$ cat src/rtl/reg_alu_pipe.sv
// Two-stage register-file/ALU datapath: stage 1 reads operands (with forwarding),
// stage 2 executes and writes back. Define REG_ALU_R0_ZERO_EN to hardwire register 0 to zero.
module reg_alu_pipe #(
  parameter int unsigned DATA_W = 8,
  parameter int unsigned ADDR_W = 3
) (
  input  logic              clk,
  input  logic              reset,
  input  logic              valid_in,
  input  logic              sel,
  input  logic              wr,
  input  logic [2:0]        op,
  input  logic [ADDR_W-1:0] rd_addr_a,
  input  logic [ADDR_W-1:0] rd_addr_b,
  input  logic [ADDR_W-1:0] wr_addr,
  input  logic [DATA_W-1:0] d_in,
  output logic [DATA_W-1:0] d_out_a,
  output logic [DATA_W-1:0] d_out_b,
  output logic [DATA_W-1:0] result,
  output logic              result_valid,
  output logic              cout,
  output logic              zero
);

  localparam int unsigned DEPTH = 2 ** ADDR_W;

  typedef enum logic [2:0] {
    OpAdd = 3'b000,
    OpSub = 3'b001,
    OpAnd = 3'b010,
    OpOr  = 3'b011,
    OpXor = 3'b100,
    OpAdc = 3'b101,
    OpShl = 3'b110,
    OpShr = 3'b111
  } op_e;

  logic [DATA_W-1:0] mem_q [DEPTH];

  // Stage-1 pipeline registers
  op_e               op_q;
  logic              sel_q;
  logic              wr_q;
  logic [ADDR_W-1:0] wr_addr_q;
  logic [DATA_W-1:0] d_in_q;
  logic              s1_valid_q;
  logic [DATA_W-1:0] d_out_a_q, d_out_b_q;

  // Stage-2 state
  logic [DATA_W-1:0] result_q;
  logic              result_valid_q;
  logic              cout_q;
  logic              zero_q;

  logic [DATA_W:0]   sum;
  logic [DATA_W-1:0] alu_res;
  logic              alu_c;
  logic [DATA_W-1:0] wb_val;
  logic              wb_en;
  logic [DATA_W-1:0] rd_a_val, rd_b_val;

  always_comb begin
    sum     = '0;
    alu_res = '0;
    alu_c   = 1'b0;
    unique case (op_q)
      OpAdd: begin
        sum     = {1'b0, d_out_a_q} + {1'b0, d_out_b_q};
        alu_res = sum[DATA_W-1:0];
        alu_c   = sum[DATA_W];
      end
      OpSub: begin
        sum     = {1'b0, d_out_a_q} + {1'b0, ~d_out_b_q} + {{DATA_W{1'b0}}, 1'b1};
        alu_res = sum[DATA_W-1:0];
        alu_c   = sum[DATA_W];
      end
      OpAnd: alu_res = d_out_a_q & d_out_b_q;
      OpOr:  alu_res = d_out_a_q | d_out_b_q;
      OpXor: alu_res = d_out_a_q ^ d_out_b_q;
      OpAdc: begin
        // Carry-in is the flag register, already updated by the previous op
        sum     = {1'b0, d_out_a_q} + {1'b0, d_out_b_q} + {{DATA_W{1'b0}}, cout_q};
        alu_res = sum[DATA_W-1:0];
        alu_c   = sum[DATA_W];
      end
      OpShl: begin
        alu_res = {d_out_a_q[DATA_W-2:0], 1'b0};
        alu_c   = d_out_a_q[DATA_W-1];
      end
      OpShr: begin
        alu_res = {1'b0, d_out_a_q[DATA_W-1:1]};
        alu_c   = d_out_a_q[0];
      end
      default: begin
        alu_res = '0;
        alu_c   = 1'b0;
      end
    endcase
  end

  assign wb_val = sel_q ? alu_res : d_in_q;

`ifdef REG_ALU_R0_ZERO_EN
  assign wb_en = s1_valid_q & wr_q & (wr_addr_q != '0);
`else
  assign wb_en = s1_valid_q & wr_q;
`endif

  // Operand read with bypass from the write landing on the same edge
  always_comb begin
    rd_a_val = mem_q[rd_addr_a];
    rd_b_val = mem_q[rd_addr_b];
    if (wb_en && (wr_addr_q == rd_addr_a)) rd_a_val = wb_val;
    if (wb_en && (wr_addr_q == rd_addr_b)) rd_b_val = wb_val;
`ifdef REG_ALU_R0_ZERO_EN
    if (rd_addr_a == '0) rd_a_val = '0;
    if (rd_addr_b == '0) rd_b_val = '0;
`endif
  end

  always_ff @(posedge clk) begin
    if (reset) begin
      for (int i = 0; i < DEPTH; i++) mem_q[i] <= '0;
      op_q           <= OpAdd;
      sel_q          <= 1'b0;
      wr_q           <= 1'b0;
      wr_addr_q      <= '0;
      d_in_q         <= '0;
      s1_valid_q     <= 1'b0;
      d_out_a_q      <= '0;
      d_out_b_q      <= '0;
      result_q       <= '0;
      result_valid_q <= 1'b0;
      cout_q         <= 1'b0;
      zero_q         <= 1'b0;
    end else begin
      s1_valid_q <= valid_in;
      if (valid_in) begin
        op_q      <= op_e'(op);
        sel_q     <= sel;
        wr_q      <= wr;
        wr_addr_q <= wr_addr;
        d_in_q    <= d_in;
        d_out_a_q <= rd_a_val;
        d_out_b_q <= rd_b_val;
      end

      result_valid_q <= s1_valid_q;
      if (s1_valid_q) begin
        result_q <= wb_val;
        if (sel_q) begin
          cout_q <= alu_c;
          zero_q <= (alu_res == '0);
        end
      end
      if (wb_en) mem_q[wr_addr_q] <= wb_val;
    end
  end

  assign d_out_a      = d_out_a_q;
  assign d_out_b      = d_out_b_q;
  assign result       = result_q;
  assign result_valid = result_valid_q;
  assign cout         = cout_q;
  assign zero         = zero_q;

endmodule

$ cat config.mk
export PLATFORM = sky130hd
export DESIGN_NAME = reg_alu_pipe
export DESIGN_NICKNAME = d
export VERILOG_FILES = /design/src/rtl/reg_alu_pipe.sv
export SDC_FILE = /design/constraint.sdc
export NUM_CORES = 1
export LEC_CHECK = 0
export ABC_AREA = 0
export CAP_MARGIN = 10
export CORE_UTILIZATION = 50
export CTS_CLUSTER_DIAMETER = 200
export CTS_CLUSTER_SIZE = 24
export DETAILED_ROUTE_END_ITERATION = 10
export HOLD_SLACK_MARGIN = 0.05
export PLACE_DENSITY = 0.76
export SLEW_MARGIN = 20
export SYNTH_ARGS = -nofsm -noshare
export SYNTH_HDL_FRONTEND = slang
export SYNTH_SLANG_ARGS = --single-unit
$ cat constraint.sdc
create_clock -name clk -period 7.4 [get_ports clk]
set_input_delay 1.48 -clock clk [delete_from_list [all_inputs] [get_ports clk]]
set_output_delay 1.48 -clock clk [all_outputs]
set_load 0.005 [all_outputs]
# Word level (Yosys, flattened, before mapping)
# Memory sizes are Yosys's and may differ from the RTL's. A register that Yosys moved wholly into a read port is not among the register bits.
# Cells that the tools add are included.
# Widths: inputs -> output; s select.
totals:
  regBits: 28
  latch_bits: 0
  mem_bits_rw: 64
  romBits: 0
  input_bits: 25
  out_inout_bits: 27
  word_cells: 42
  mem_count: 1
mem_list:
  columns: ["memory", "words", "width", "rd", "rd_ports_with_merged_regs", "wr", "line_no", "rtl"]
  rows:
  - ["mem_q", 8, 8, 2, 2, 8, "38", "logic [DATA_W-1:0] mem_q [DEPTH];"]
classes:
  add_sub_neg: 4
  n_mul: 0
  n_div: 0
  magnitude_cmp: 0
  eq_ne: 7
  n_shift: 0
  n_mux: 11
  bitwise: 5
  n_reduce_logical: 4
op_table:
  columns: ["cell", "n"]
  rows:
  - ["$pmux 8 s8", 1]
  - ["$add 8x8->9", 2]
  - ["$mux 8", 2]
  - ["$eq 3x3->1 const B", 4]
  - ["$add 9x1->9", 1]
  - ["$add 9x1->9 const B", 1]
  - ["$and 8x8->8", 1]
  - ["$logic_not 8->1", 1]
  - ["$not 8->8", 1]
  - ["$or 8x8->8", 1]
  - ["$reduce_or 8->1", 1]
  - ["$xor 8x8->8", 1]
  - ["$eq 3x2->1 const B", 2]
  - ["$mux 1", 6]
  - ["$pmux 1 s5", 1]
  - ["$eq 3x1->1 const B", 1]
  - ["$logic_not 3->1", 1]
  - ["$mux 3", 1]
  - ["$reduce_and 2->1", 1]
  - ["$and 1x1->1", 1]

# Depth between registers and ports, before layout
logic_depth:
  depth_word: 6
  ltp_mapped: 13

# Worst setup path after synthesis
# Ideal clock, no wire load.
synth_timing:
  path_type: "input port to flip-flop"
  startpoint: "input rd_addr_a[0]"
  endpoint: "register d_out_a_q[1], in the netlist d_out_a[1], read port of mem_q"
  setup_time_ns: 0.128
  arrival_ns: 3.321
  t_required_ns: 7.272
  slack_ns: 3.951
  stages: 8
  n_path_buf: 2
  cell_sequence: "clkbuf_1 -> buf_2 -> mux4_2 -> mux2_2 -> nand2_1 -> o21ai_0 -> mux2i_1 -> nor2_1"
synth_lines:
  columns: ["element", "line_no", "rtl"]
  rows:
  - ["from (decl)", "13", "input logic [ADDR_W-1:0] rd_addr_a,"]
  - ["to (decl)", "47", "logic [DATA_W-1:0] d_out_a_q, d_out_b_q;"]

==> run_summary.xml <==
<?xml version="1.0" encoding="UTF-8"?>
<metrics>
  <group name="sta">
    <metric name="setup_tns_final" unit="ns">0</metric>
    <metric name="max_slew_violation_count" unit="">0</metric>
    <metric name="timing_worst_slew_pin_value" unit="ns">1.07</metric>
    <metric name="period_share" unit="%">52.6</metric>
    <metric name="min_cycle_time_layout" unit="ns">3.89</metric>
    <metric name="clock-skew-final" unit="ns">0.00680</metric>
    <metric name="timing.max_slew.rel_slack" unit="%">28.7</metric>
    <metric name="setup_viol_count_final" unit="">0</metric>
    <metric name="timing.fmax" unit="MHz">257</metric>
    <metric name="report.final.hold_viol_count" unit="">0</metric>
    <metric name="grt_setup_unrepaired" unit="">no</metric>
  </group>
  <group name="drt">
    <metric name="avgViaCountPerCell" unit="">6.30</metric>
    <metric name="totalWireLength" unit="mm">18.1</metric>
    <metric name="first_pass_iters" unit="">5</metric>
    <metric name="route.vias.total" unit="">5416</metric>
    <metric name="avgRoutedWirePerCell" unit="um">21.0</metric>
    <metric name="post-route-drc-count" unit="">0</metric>
    <metric name="postRouteAntennaNets" unit="">0</metric>
    <metric name="violation_count_after_the_first_detailed_routing_iteration" unit="">587</metric>
  </group>
  <group name="setup_path">
    <metric name="worstSetupEndpointType" unit="">flop</metric>
    <metric name="cp_data_required_time" unit="ns">7.63</metric>
    <metric name="critPathKind" unit="">flop to flop</metric>
    <metric name="kind_of_launch_point_of_the_worst_setup_path" unit="">flop</metric>
    <metric name="timing.critical_path.from" unit="">d_out_a[3]$_SDFFE_PP0P_</metric>
    <metric name="worstPathMaxFanout" unit="">12</metric>
    <metric name="r2r-start" unit="">d_out_a[3]$_SDFFE_PP0P_</metric>
    <metric name="worst-endpoint-arrival" unit="ns">4.12</metric>
  </group>
  <group name="power">
    <metric name="power.static_leakage" unit="nW">2.75</metric>
    <metric name="max-vdd-ir-drop" unit="V">0.000255</metric>
    <metric name="pwr_density_cell" unit="nW/um^2">190</metric>
  </group>
  <group name="synth">
    <metric name="synth_fp_nets" unit="">712</metric>
    <metric name="post_synth_instance_area" unit="um^2">6730</metric>
    <metric name="sequential_area_share_after_synthesis" unit="%">41.6</metric>
    <metric name="yosysMostFrequentCell" unit="">nor2_1</metric>
    <metric name="synth_top_area_cell" unit="">edfxtp_1</metric>
    <metric name="yosysTopAreaCellShare" unit="%">28.6</metric>
    <metric name="synthTopCellsByArea" unit="">edfxtp_1 29%, dfxtp_1 13%, mux4_2 11%</metric>
    <metric name="syn-mean-instance-area" unit="um^2">10.2</metric>
    <metric name="synth_top_flop_cell" unit="">edfxtp_1</metric>
    <metric name="synth.cells.most_frequent" unit="">115 x nor2_1, 64 x edfxtp_1, 44 x dfxtp_1</metric>
    <metric name="synth.ff_latch_count" unit="">108</metric>
    <metric name="yosys_warns" unit="">0</metric>
    <metric name="ys_async_sr_fraction" unit="%">0</metric>
    <metric name="netlist_instances" unit="">659</metric>
    <metric name="netlist-cell-type-count" unit="">70</metric>
    <metric name="count_of_flip_flops_with_a_built_in_enable_after_synthesis" unit="">64</metric>
  </group>
  <group name="global_route">
    <metric name="grt.overflow.total" unit="">0</metric>
    <metric name="antenna_found_initial" unit="">0</metric>
    <metric name="via_count_of_the_first_global_routing_pass" unit="">5180</metric>
    <metric name="pin_count_of_the_biggest_net_entering_global_routing" unit="">38</metric>
    <metric name="grt_pass1_wl" unit="mm">28.0</metric>
    <metric name="global_route_total_usage_across_every_layer" unit="%">26.1</metric>
  </group>
  <group name="clock_tree">
    <metric name="postCtsSetupBuffers" unit="">0</metric>
    <metric name="cts_htree_levels" unit="">3</metric>
    <metric name="clock_tree.root_cell" unit="">clkbuf_16</metric>
    <metric name="clock_latency" unit="ns">0.34</metric>
    <metric name="cts_tree" unit="">done</metric>
    <metric name="cts.sinks" unit="">108</metric>
    <metric name="cts-buffers-inserted" unit="">9</metric>
    <metric name="ctsLongestPathBuffers" unit="">2</metric>
    <metric name="cts_hold_buf" unit="">0</metric>
    <metric name="clkSlewWorstSetupHoldPaths" unit="ns">0.07</metric>
    <metric name="post_cts_resize_count" unit="">0</metric>
  </group>
  <group name="cells_and_area">
    <metric name="fillers" unit="">1107</metric>
    <metric name="stdcell_count" unit="">860</metric>
    <metric name="layout-drive-gt1-share" unit="%">10.8</metric>
    <metric name="num_antenna_cells" unit="">0</metric>
    <metric name="syn_to_final_growth" unit="%">12.8</metric>
    <metric name="design.final.nets" unit="">732</metric>
  </group>
  <group name="die">
    <metric name="die_footprint" unit="um^2">13900</metric>
    <metric name="dieHeight" unit="um">118</metric>
    <metric name="initial_util" unit="%">51.0</metric>
    <metric name="row_count" unit="">42</metric>
    <metric name="die_width" unit="um">118</metric>
    <metric name="core" unit="um^2">13200</metric>
    <metric name="top_level_ports" unit="">52</metric>
  </group>
  <group name="place">
    <metric name="placedCellCount" unit="">844</metric>
    <metric name="hpwlAfterDp" unit="mm">13.5</metric>
    <metric name="place.gp.congestion" unit="">0.973</metric>
    <metric name="numPortBuffers" unit="">51</metric>
  </group>
  <group name="worst_hold_path">
    <metric name="holdCritStartpoint" unit="">result[2]$_SDFFE_PP0P_</metric>
    <metric name="hold_path.class" unit="">flop to flop</metric>
  </group>
  <group name="run_status">
    <metric name="outcome" unit="">finished, final reports clean</metric>
  </group>
  <group name="run">
    <metric name="drv.max_cap_violation_count" unit="">0</metric>
  </group>
</metrics>
final timing paths:
kind | cells past startpoint | slack, ns | end
max | 10 | 3.51 | d_out_b[5]$_SDFFE_PP0P_
min | 2 | 0.49 | result[2]$_SDFFE_PP0P_
max reg2reg | 10 | 3.51 | d_out_b[5]$_SDFFE_PP0P_
min reg2reg | 2 | 0.49 | result[2]$_SDFFE_PP0P_
stage by stage:
stage / worst slack, ns / utilization (%) / power (W) / hold WS [ns] / area [um^2]
3_5_place_dp: 3.45 / 55.4 / 0.000990 / 0.480 / 7300
6_report: 3.51 / 57.6 / 0.00144 / 0.487 / 7590
4_1_cts: 3.58 / 57.6 / 0.00144 / 0.490 / 7590
2_1_floorplan: 3.95 / - / 0.000893 / 0.452 / 6730
3_3_place_gp: 3.53 / 55.3 / 0.000982 / 0.467 / 7290
5_1_grt: 3.34 / 57.6 / 0.00150 / 0.523 / 7590
critical path: stages (launching register included):
cell      delay [ns]
dfxtp_1         0.43
inv_1           0.12
ha_1            0.58
nand3_1         0.21
and3_1          0.26
or2_0           0.24
or4_4           0.53
a31o_2          0.27
a31oi_2         0.74
a211oi_1        0.17
o21a_1          0.23
report_power, final:
| part | switching [W] | total [W] | internal, W |
|---|---|---|---|
| Combinational | 0.000158 | 0.000287 | 0.000129 |
| Sequential | 0.0000347 | 0.000696 | 0.000661 |
| Clock | 0.000207 | 0.000462 | 0.000255 |
| Total | 0.000399 | 0.00144 | 0.00105 |
registers in the layout, summed over array words and instances, names as in the netlist:
signal and cells:
result 8, s1_valid_q 1, result_valid 1, d_out_a 8, wr_addr_q 3, op_q 3
zero 1, mem_q 64, d_out_b 8, wr_q 1, sel_q 1, cout 1
d_in_q 8
kinds of logic (layout without fill, tap and decap cells):
group | Yosys count | count (layout) | share of synthesized area (%)
AO/OA/AOI/OAI | 132 | 132 | 14.2
XOR/XNOR | 15 | 15 | 1.95
adder cells (fa/ha/maj) | 28 | 28 | 5.43
buffers and inverters | 81 | 106 | 5.09
flip-flops | 108 | 108 | 41.6
multiplexers | 72 | 72 | 16.7
AND/OR/NAND/NOR | 223 | 223 | 14.9
metal layers:
| metal | global-route usage [%] | part of all wire (%) |
|---|---|---|
| met1 | 33.4 | 39 |
| met2 | 44.2 | 50 |
| met5 | 0 | 0 |
| met4 | 10.9 | 3.5 |
| met3 | 3.97 | 7.7 |
area by class of cell:
class	instances	area, um^2	area share (%)
Timing Repair Buffer	58	563	7.41
Tap cell	176	220	2.90
Sequential cell	108	2800	36.9
Clock inverter	5	26.3	0.346
Clock buffer	11	264	3.48
Inverter	32	120	1.58
Multi-Input combinational cell	470	3600	47.4
cell usage in the layout (no fill, tap or decap), types with 3 or more instances in the layout:
| cell | n |
|---|---|
| nor3_1 | 7 |
| o22ai_1 | 11 |
| clkdlybuf4s50_1 | 51 |
| o21bai_1 | 3 |
| a211o_1 | 8 |
| nor2b_1 | 18 |
| xnor2_1 | 14 |
| nand2b_1 | 6 |
| o211ai_1 | 4 |
| nand3_1 | 11 |
| inv_1 | 32 |
| or3_1 | 3 |
| and3_1 | 3 |
| buf_4 | 7 |
| ha_1 | 26 |
| o21a_1 | 9 |
| a21o_1 | 3 |
| mux4_2 | 32 |
| nor2_1 | 115 |
| clkbuf_16 | 10 |
| mux2i_2 | 3 |
| mux2_2 | 5 |
| a22oi_1 | 3 |
| dfxtp_1 | 44 |
| mux2i_1 | 32 |
| nand2_1 | 42 |
| a21oi_1 | 20 |
| edfxtp_1 | 64 |
| a32oi_1 | 3 |
| o221ai_1 | 3 |
| a21boi_0 | 3 |
| or2_2 | 3 |
| o21ai_0 | 16 |
| a211oi_1 | 19 |
Power figures use the tool's default switching activity.
